===== src/rtl/bullet_ram_arbiter.sv =====
// ============================================================================
// bullet_ram_arbiter : round-robin owner arbiter for the shared bullet RAM port.
// Optional watchdog build: define BULLET_ARB_WATCHDOG_EN.       Rev 1.0
// ============================================================================
`default_nettype none

module bullet_ram_arbiter #(
  parameter int N_REQ    = 3,
  parameter int ADDR_W   = 8,
  parameter int DATA_W   = 8,
  parameter int MAX_HOLD = 255
) (
  input  logic                    clk,
  input  logic                    resetn,
  input  logic [N_REQ-1:0]        req,
  input  logic [N_REQ-1:0]        rd,
  input  logic [N_REQ-1:0]        we,
  input  logic [N_REQ*ADDR_W-1:0] addr_in,
  input  logic [N_REQ*DATA_W-1:0] wdata_in,
  output logic [N_REQ-1:0]        grant,
  output logic [N_REQ-1:0]        rvalid,
  output logic [ADDR_W-1:0]       ram_addr,
  output logic [DATA_W-1:0]       ram_wdata,
  output logic                    ram_we,
  output logic                    busy,
  output logic                    timeout
);

  localparam int PTR_W = (N_REQ > 1) ? $clog2(N_REQ) : 1;

  typedef enum logic [0:0] {
    S_IDLE = 1'b0,
    S_OWN  = 1'b1
  } state_t;

  state_t             state_q, state_d;
  logic [N_REQ-1:0]   grant_q, grant_d;
  logic [N_REQ-1:0]   rvalid_q, rvalid_d;
  logic [PTR_W-1:0]   ptr_q, ptr_d;
  logic [PTR_W-1:0]   owner_idx;
  logic [PTR_W-1:0]   ptr_next;
  logic [N_REQ-1:0]   avail;
  logic               owner_drop;
  logic               hand_off;

`ifdef BULLET_ARB_WATCHDOG_EN
  localparam logic [7:0] C_HOLD_LIM = 8'(MAX_HOLD - 1);

  logic [7:0]         hold_q, hold_d;
  logic [N_REQ-1:0]   blocked_q, blocked_d;
  logic               timeout_q, timeout_d;
  logic               expire;
`endif

  // First set bit of r, scanning upward from p with wrap; p itself has priority.
  function automatic logic [N_REQ-1:0] rr_pick(input logic [N_REQ-1:0] r,
                                               input logic [PTR_W-1:0] p);
    logic [N_REQ-1:0] g;
    logic             found;
    g     = '0;
    found = 1'b0;
    for (int k = 0; k < N_REQ; k++) begin
      for (int i = 0; i < N_REQ; i++) begin
        if (!found && r[i] && (((int'(p) + k) % N_REQ) == i)) begin
          g[i]  = 1'b1;
          found = 1'b1;
        end
      end
    end
    return g;
  endfunction

  always_comb begin
    owner_idx = '0;
    for (int i = 0; i < N_REQ; i++) begin
      if (grant_q[i]) owner_idx = PTR_W'(i);
    end
  end

  assign ptr_next   = (owner_idx == PTR_W'(N_REQ - 1)) ? '0 : owner_idx + 1'b1;
  assign owner_drop = ~|(grant_q & req);

  always_comb begin
    state_d  = state_q;
    grant_d  = grant_q;
    ptr_d    = ptr_q;
    rvalid_d = grant_q & rd;
    hand_off = 1'b0;
`ifdef BULLET_ARB_WATCHDOG_EN
    avail     = req & ~blocked_q;
    hold_d    = hold_q;
    timeout_d = 1'b0;
    blocked_d = blocked_q & req;
    expire    = (hold_q == C_HOLD_LIM);
`else
    avail     = req;
`endif

    case (state_q)
      S_IDLE: begin
        if (|avail) begin
          grant_d = rr_pick(avail, ptr_q);
          state_d = S_OWN;
`ifdef BULLET_ARB_WATCHDOG_EN
          hold_d  = '0;
`endif
        end
      end

      S_OWN: begin
        hand_off = owner_drop;
`ifdef BULLET_ARB_WATCHDOG_EN
        hand_off = owner_drop | expire;
`endif
        if (hand_off) begin
          // Handoff happens on the release edge itself, searched from the advanced pointer.
          ptr_d   = ptr_next;
          grant_d = rr_pick(avail & ~grant_q, ptr_next);
          state_d = (|grant_d) ? S_OWN : S_IDLE;
`ifdef BULLET_ARB_WATCHDOG_EN
          hold_d  = '0;
          if (!owner_drop) begin
            timeout_d = 1'b1;
            blocked_d = blocked_d | grant_q;
          end
`endif
        end
`ifdef BULLET_ARB_WATCHDOG_EN
        else if (hold_q != 8'hFF) begin
          hold_d = hold_q + 8'd1;
        end
`endif
      end

      default: begin
        state_d = S_IDLE;
        grant_d = '0;
      end
    endcase
  end

  always_ff @(posedge clk or negedge resetn) begin
    if (!resetn) begin
      state_q  <= S_IDLE;
      grant_q  <= '0;
      rvalid_q <= '0;
      ptr_q    <= '0;
    end else begin
      state_q  <= state_d;
      grant_q  <= grant_d;
      rvalid_q <= rvalid_d;
      ptr_q    <= ptr_d;
    end
  end

`ifdef BULLET_ARB_WATCHDOG_EN
  always_ff @(posedge clk or negedge resetn) begin
    if (!resetn) begin
      hold_q    <= '0;
      blocked_q <= '0;
      timeout_q <= 1'b0;
    end else begin
      hold_q    <= hold_d;
      blocked_q <= blocked_d;
      timeout_q <= timeout_d;
    end
  end

  assign timeout = timeout_q;
`else
  // Without the watchdog there is no forced release, so timeout never fires.
  assign timeout = (MAX_HOLD < 0) ? 1'b1 : 1'b0;
`endif

  always_comb begin
    ram_addr  = '0;
    ram_wdata = '0;
    ram_we    = 1'b0;
    for (int i = 0; i < N_REQ; i++) begin
      if (grant_q[i]) begin
        ram_addr  = addr_in[i*ADDR_W +: ADDR_W];
        ram_wdata = wdata_in[i*DATA_W +: DATA_W];
        ram_we    = we[i] & req[i];
      end
    end
  end

  assign grant  = grant_q;
  assign rvalid = rvalid_q;
  assign busy   = |grant_q;

endmodule

`default_nettype wire

===== config.mk =====
export PLATFORM = sky130hd
export DESIGN_NAME = bullet_ram_arbiter
export DESIGN_NICKNAME = d
export VERILOG_FILES = /design/src/rtl/bullet_ram_arbiter.sv
export SDC_FILE = /design/constraint.sdc
export NUM_CORES = 1
export LEC_CHECK = 0
export CAP_MARGIN = 10
export CELL_PAD_IN_SITES_DETAIL_PLACEMENT = 0
export CELL_PAD_IN_SITES_GLOBAL_PLACEMENT = 1
export CORE_MARGIN = 3
export CORE_UTILIZATION = 19
export CTS_BUF_LIST = sky130_fd_sc_hd__clkbuf_8
export DETAILED_ROUTE_END_ITERATION = 16
export PLACE_DENSITY_LB_ADDON = 0.1
export SETUP_SLACK_MARGIN = 0.3
export SLEW_MARGIN = 20
export SYNTH_ARGS = -nofsm -noshare
export SYNTH_HDL_FRONTEND = slang
export SYNTH_SLANG_ARGS = --single-unit

===== constraint.sdc =====
create_clock -name clk -period 2.1 [get_ports clk]
set_input_delay 0.42 -clock clk [delete_from_list [all_inputs] [get_ports clk]]
set_output_delay 0.42 -clock clk [all_outputs]
set_load 0.02 [all_outputs]

# Word level (Yosys, flattened, before mapping)
# Cells that the tools add are included.
# op_classes
add_sub_neg,5
n_mul,0
div,6
magnitude_cmp,0
eq_ne,15
shift,0
mux,89
n_bitwise,9
reduce_logical,62
# ops
cell,count
== test 32 x 2 -> 1 bit (second input constant),6
== test 32 x 3 -> 1 bit (second input constant),6
logical NOT 32 bit,6
modulo 32 x 3 -> 32 bit (second input constant),4
two-way mux 1 bit,77
modulo 3 x 3 -> 32 bit (second input constant),2
two-way mux 8 bit,6
logical AND 1 bit,34
logical NOT 1 bit,16
OR reduction 3 bit,4
bitwise AND 3 bit,3
adder 2 x 1 -> 3 bit (second input constant),2
adder 2 x 2 -> 3 bit (second input constant),2
two-way mux 3 bit,2
one-hot mux 3 bit (2 select lines),1
two-way mux 2 bit,2
inequality test 2 bit (second input constant),2
AND reduction 2 bit,2
bitwise AND 1 bit,3
NOT 3 bit,1
adder 2 x 1 -> 2 bit (second input constant),1
== test 2 bit (second input constant),1
NOT 1 bit,2
one-hot mux 1 bit (2 select lines),1
# totals
register_bits,9
latch_bits,0
ram_bits,0
romBits,0
inputBits,59
output_inout_bits,25
elab_cells,190
memories,0

# Logic depth before layout (Yosys ltp)
# logic_depth
ltp_word,62
ltp_mapped,6
ltp_nobuf,6

# Worst setup path before layout
# No wires, ideal clock.
# synth_timing
kind,register to output
from,register grant_q[1] (netlist: grant[1])
to,output port ram_addr[0]
arrival_time_ps,1532
required_time_ps,1680
setup_slack_ps,148
path_stages_with_launch,7
n_path_buf,3
cell_sequence,dfrtp_1 buf_6 nor2b_1 clkbuf_1 buf_2 a22oi_1 o21ai_1
# synth_between
elab_chain_cells,2
# synth_lines
element,line_no,source
from (decl),37,"logic [N_REQ-1:0] grant_q, grant_d;"
from (signal assigned),150,grant_q <= grant_d;
two-way mux 8 bit (2 in series),180,if (grant_q[i]) begin
to (decl),22,"output logic [ADDR_W-1:0] ram_addr,"
# Every way passes these cells.

# Worst setup path in the final report
# layout_timing
from,register grant_q[1] (netlist: grant[1])
to,output port ram_we
# layout_between
elab_chain_cells,2
# layout_lines
element,line_no,source
two-way mux 1 bit (2 in series),180,
to (decl),24,"output logic ram_we,"
# Every way passes these cells.

==> metrics.yaml <==
status:
  status: "completed"
timing:
  finalSetupViolations: 0
  setup_ws_ns: 0.332
  post-route-period-util_pct: 84.2
  hold_viol_final: 0
  drv_slew: 0
  tns_ns: 0
  clock_skew_ns: 0.00816
  rsz0062_at_grt: "true"
  hold_ws_ns: 0.481
  clock.fmax_ghz: 0.566
  fin_crit_ns: 1.77
power_and_ir_drop:
  p_per_area_nw_per_um2: 1230
  vdd_drop_max_mv: 0.465
  total_power_mw: 2.32
  leakage_nw: 0.812
drt:
  wl_per_cell_um: 13.9
  drtIter0Drc: 52
  wirelength_um: 3620
  antenna_left: 0
  drc: 0
  viasPerCell: 4.72
  num_vias: 1226
  drt_first_pass_iters: 4
clock_tree:
  cts_root_buf: "clkbuf_8"
  holdBufCountCts: 0
  cts_inserted_buffers: 3
  path_clk_slew_ns: 0.05
  clock_latency_ns: 0.23
  h-tree-depth: 1
  clkSinkCount: 9
  clock_path_buffers: 2
  tritoncts: "yes"
synthesis:
  synth_mux_area_share_pct: 2.83
  synthAdderAreaFrac_pct: 2.83
  synth_edf_count: 0
  synth_flop_cell: "dfrtp_1"
  yosys.area_share.simple_pct: 25.5
  synthCells: 120
  synth-xor-area-share_pct: 0
  yosysSeqAreaShare_pct: 25.5
  yosysMostFrequentCell: "nand2_1"
  synth.distinct_cells: 31
  syn-num-nets: 181
  synth-async-reset-ratio_pct: 100
  yosys-top-cells-count: "23 x nand2_1, 16 x a22oi_1, 14 x o21ai_1, 9 x dfrtp_1"
  yosysWarnings: 0
  synth-compound-area-share_pct: 33.1
  synth_top_family_by_area: "compound AO/OA/AOI/OAI gates"
  syn-mean-instance-area_um2: 7.37
  synth_area_leaders: "dfrtp_1 25%, a22oi_1 14%, nand2_1 9.8%"
  synth_top_area_cell: "dfrtp_1"
  synth_top_area_share_pct: 25.5
  ys_ff_latch: 9
  synth_area_um2: 885
placed_design:
  gp_congestion: 0.772
  place_ws_ns: -0.195
  hpwl_um: 2940
  place_area_um2: 1830
  numPortBuffers: 82
global_route:
  grt_pass1_wl_um: 5770
  grt-ovfl-total: 0
  grt_start_max_net_pins: 28
  antenna_found_initial: 0
  groute.usage.overall_pct: 13.4
  grt_pass1_vias: 1219
setup_path:
  worstPathCellList: "buf_6, nor2_1, a31oi_1, o21ai_1, buf_4"
  start_kind: "flop"
  cp_top_family: "buffers and inverters"
  critPathMaxStageDelay_ns: 0.40
  arrival_ns: 1.35
  critPathKind: "reg2out"
  worst_path_max_delay_cell: "dfrtp_1"
  required_ns: 1.68
  critPathCaptureType: "output pin"
  critPathMaxFanout: 27
  cp_num_buf_inv: 2
die:
  fp-row-count: 24
  start_util_pct: 20.0
  die_height_um: 74.2
  ioPinCount: 84
  core_um2: 4410
  chipWidth_um: 74.2
  die_area_um2: 5510
cells_and_area:
  nNetsFinal: 270
  area_growth_syn_to_layout_pct: 113
  fillCellCount: 445
  layout-drive-gt1-share_pct: 24.0
  n_antenna_cell: 0
  final_cell_area_um2: 1890
min_path:
  hold_path.class: "in2async"
job:
  cap_violations: 0
report_power, final:
part	switching, mW	total [mW]	internal, mW
Combinational	0.981	1.84	0.854
Sequential	0.0505	0.285	0.235
Clock	0.0704	0.200	0.129
stage by stage:
step,utilization (%),cells
floorplan,-,120
global placement,41.4,253
detailed placement,41.4,253
CTS,41.3,260
global route,42.7,260
finish,42.7,260
path summary, 6_finish.rpt:
kind | start | cells past startpoint | slack, ns | endpoint
setup / recovery | grant[1] | 5 | 0.33 | ram_we
hold / removal | resetn | 1 | 0.48 | state_q
setup reg to reg | grant[2] | 5 | 0.39 | grant[2]
hold reg to reg | ptr_q[0] | 2 | 0.53 | ptr_q[0]
max in group asynchronous | resetn | 1 | 1.31 | grant[2]
min in group clk | ptr_q[0] | 2 | 0.53 | ptr_q[0]
per-layer routing:
metal	up-vias	global-route usage [%]	share of wire [%]
met5	-	0	0
met4	0	3.16	0.88
met3	4	3.38	7.4
met2	55	24.0	53
met1	560	16.0	38
li1	607	-	-
worst reg2reg max path, stage by stage, from the launching register on:
cell	delay, ns
dfrtp_2	0.44
buf_6	0.17
a222oi_1	0.40
buf_4	0.20
mux2i_4	0.07
mux2_1	0.32
repair_timing:
| item | in CTS | in global routing |
|---|---|---|
| cloned | 1 | 0 |
| resized for setup | 78 | 26 |
| setup buffers | 2 | 0 |
| pin swaps | 1 | 3 |
| setup endpoints to repair | 23 | 22 |
state kept, by name, summed over array words and instances (netlist names):
| register | flops |
|---|---|
| grant | 3 |
| ptr_q | 2 |
| rvalid | 3 |
| state_q | 1 |
cell usage in the layout (no fill, tap or decap), types with 3 or more instances in the layout:
cell type	count
a22oi_1	16
nand3_1	3
clkdlybuf4s50_1	58
o21ai_1	8
inv_1	3
and2_1	3
buf_2	3
o21ai_2	10
nand2b_1	4
nand2_1	23
clkbuf_8	3
buf_6	5
dlymetal6s2s_1	4
nand3b_1	4
dfrtp_1	8
buf_4	23
logic make-up (layout without fill, tap and decap cells):
logic type	Yosys count	count (layout)
AOI/OAI and AO/OA	46	46
buffers and inverters	15	103
muxes	2	2
DFF	9	9
adders and majority gates	2	2
other	1	1
and+or+nand+nor	45	45
final cells by class:
type	instances	area (µm²)	share of cell area, %
inverter	3	11.3	0.597
sequential	9	226	12.0
multi-input combinational	96	626	33.2
clock inverter	1	5.00	0.265
tap	52	65.1	3.45
clock buffer	3	41.3	2.19
timing repair buffer	96	912	48.3
No activity file was read; power rests on OpenSTA's default activity.
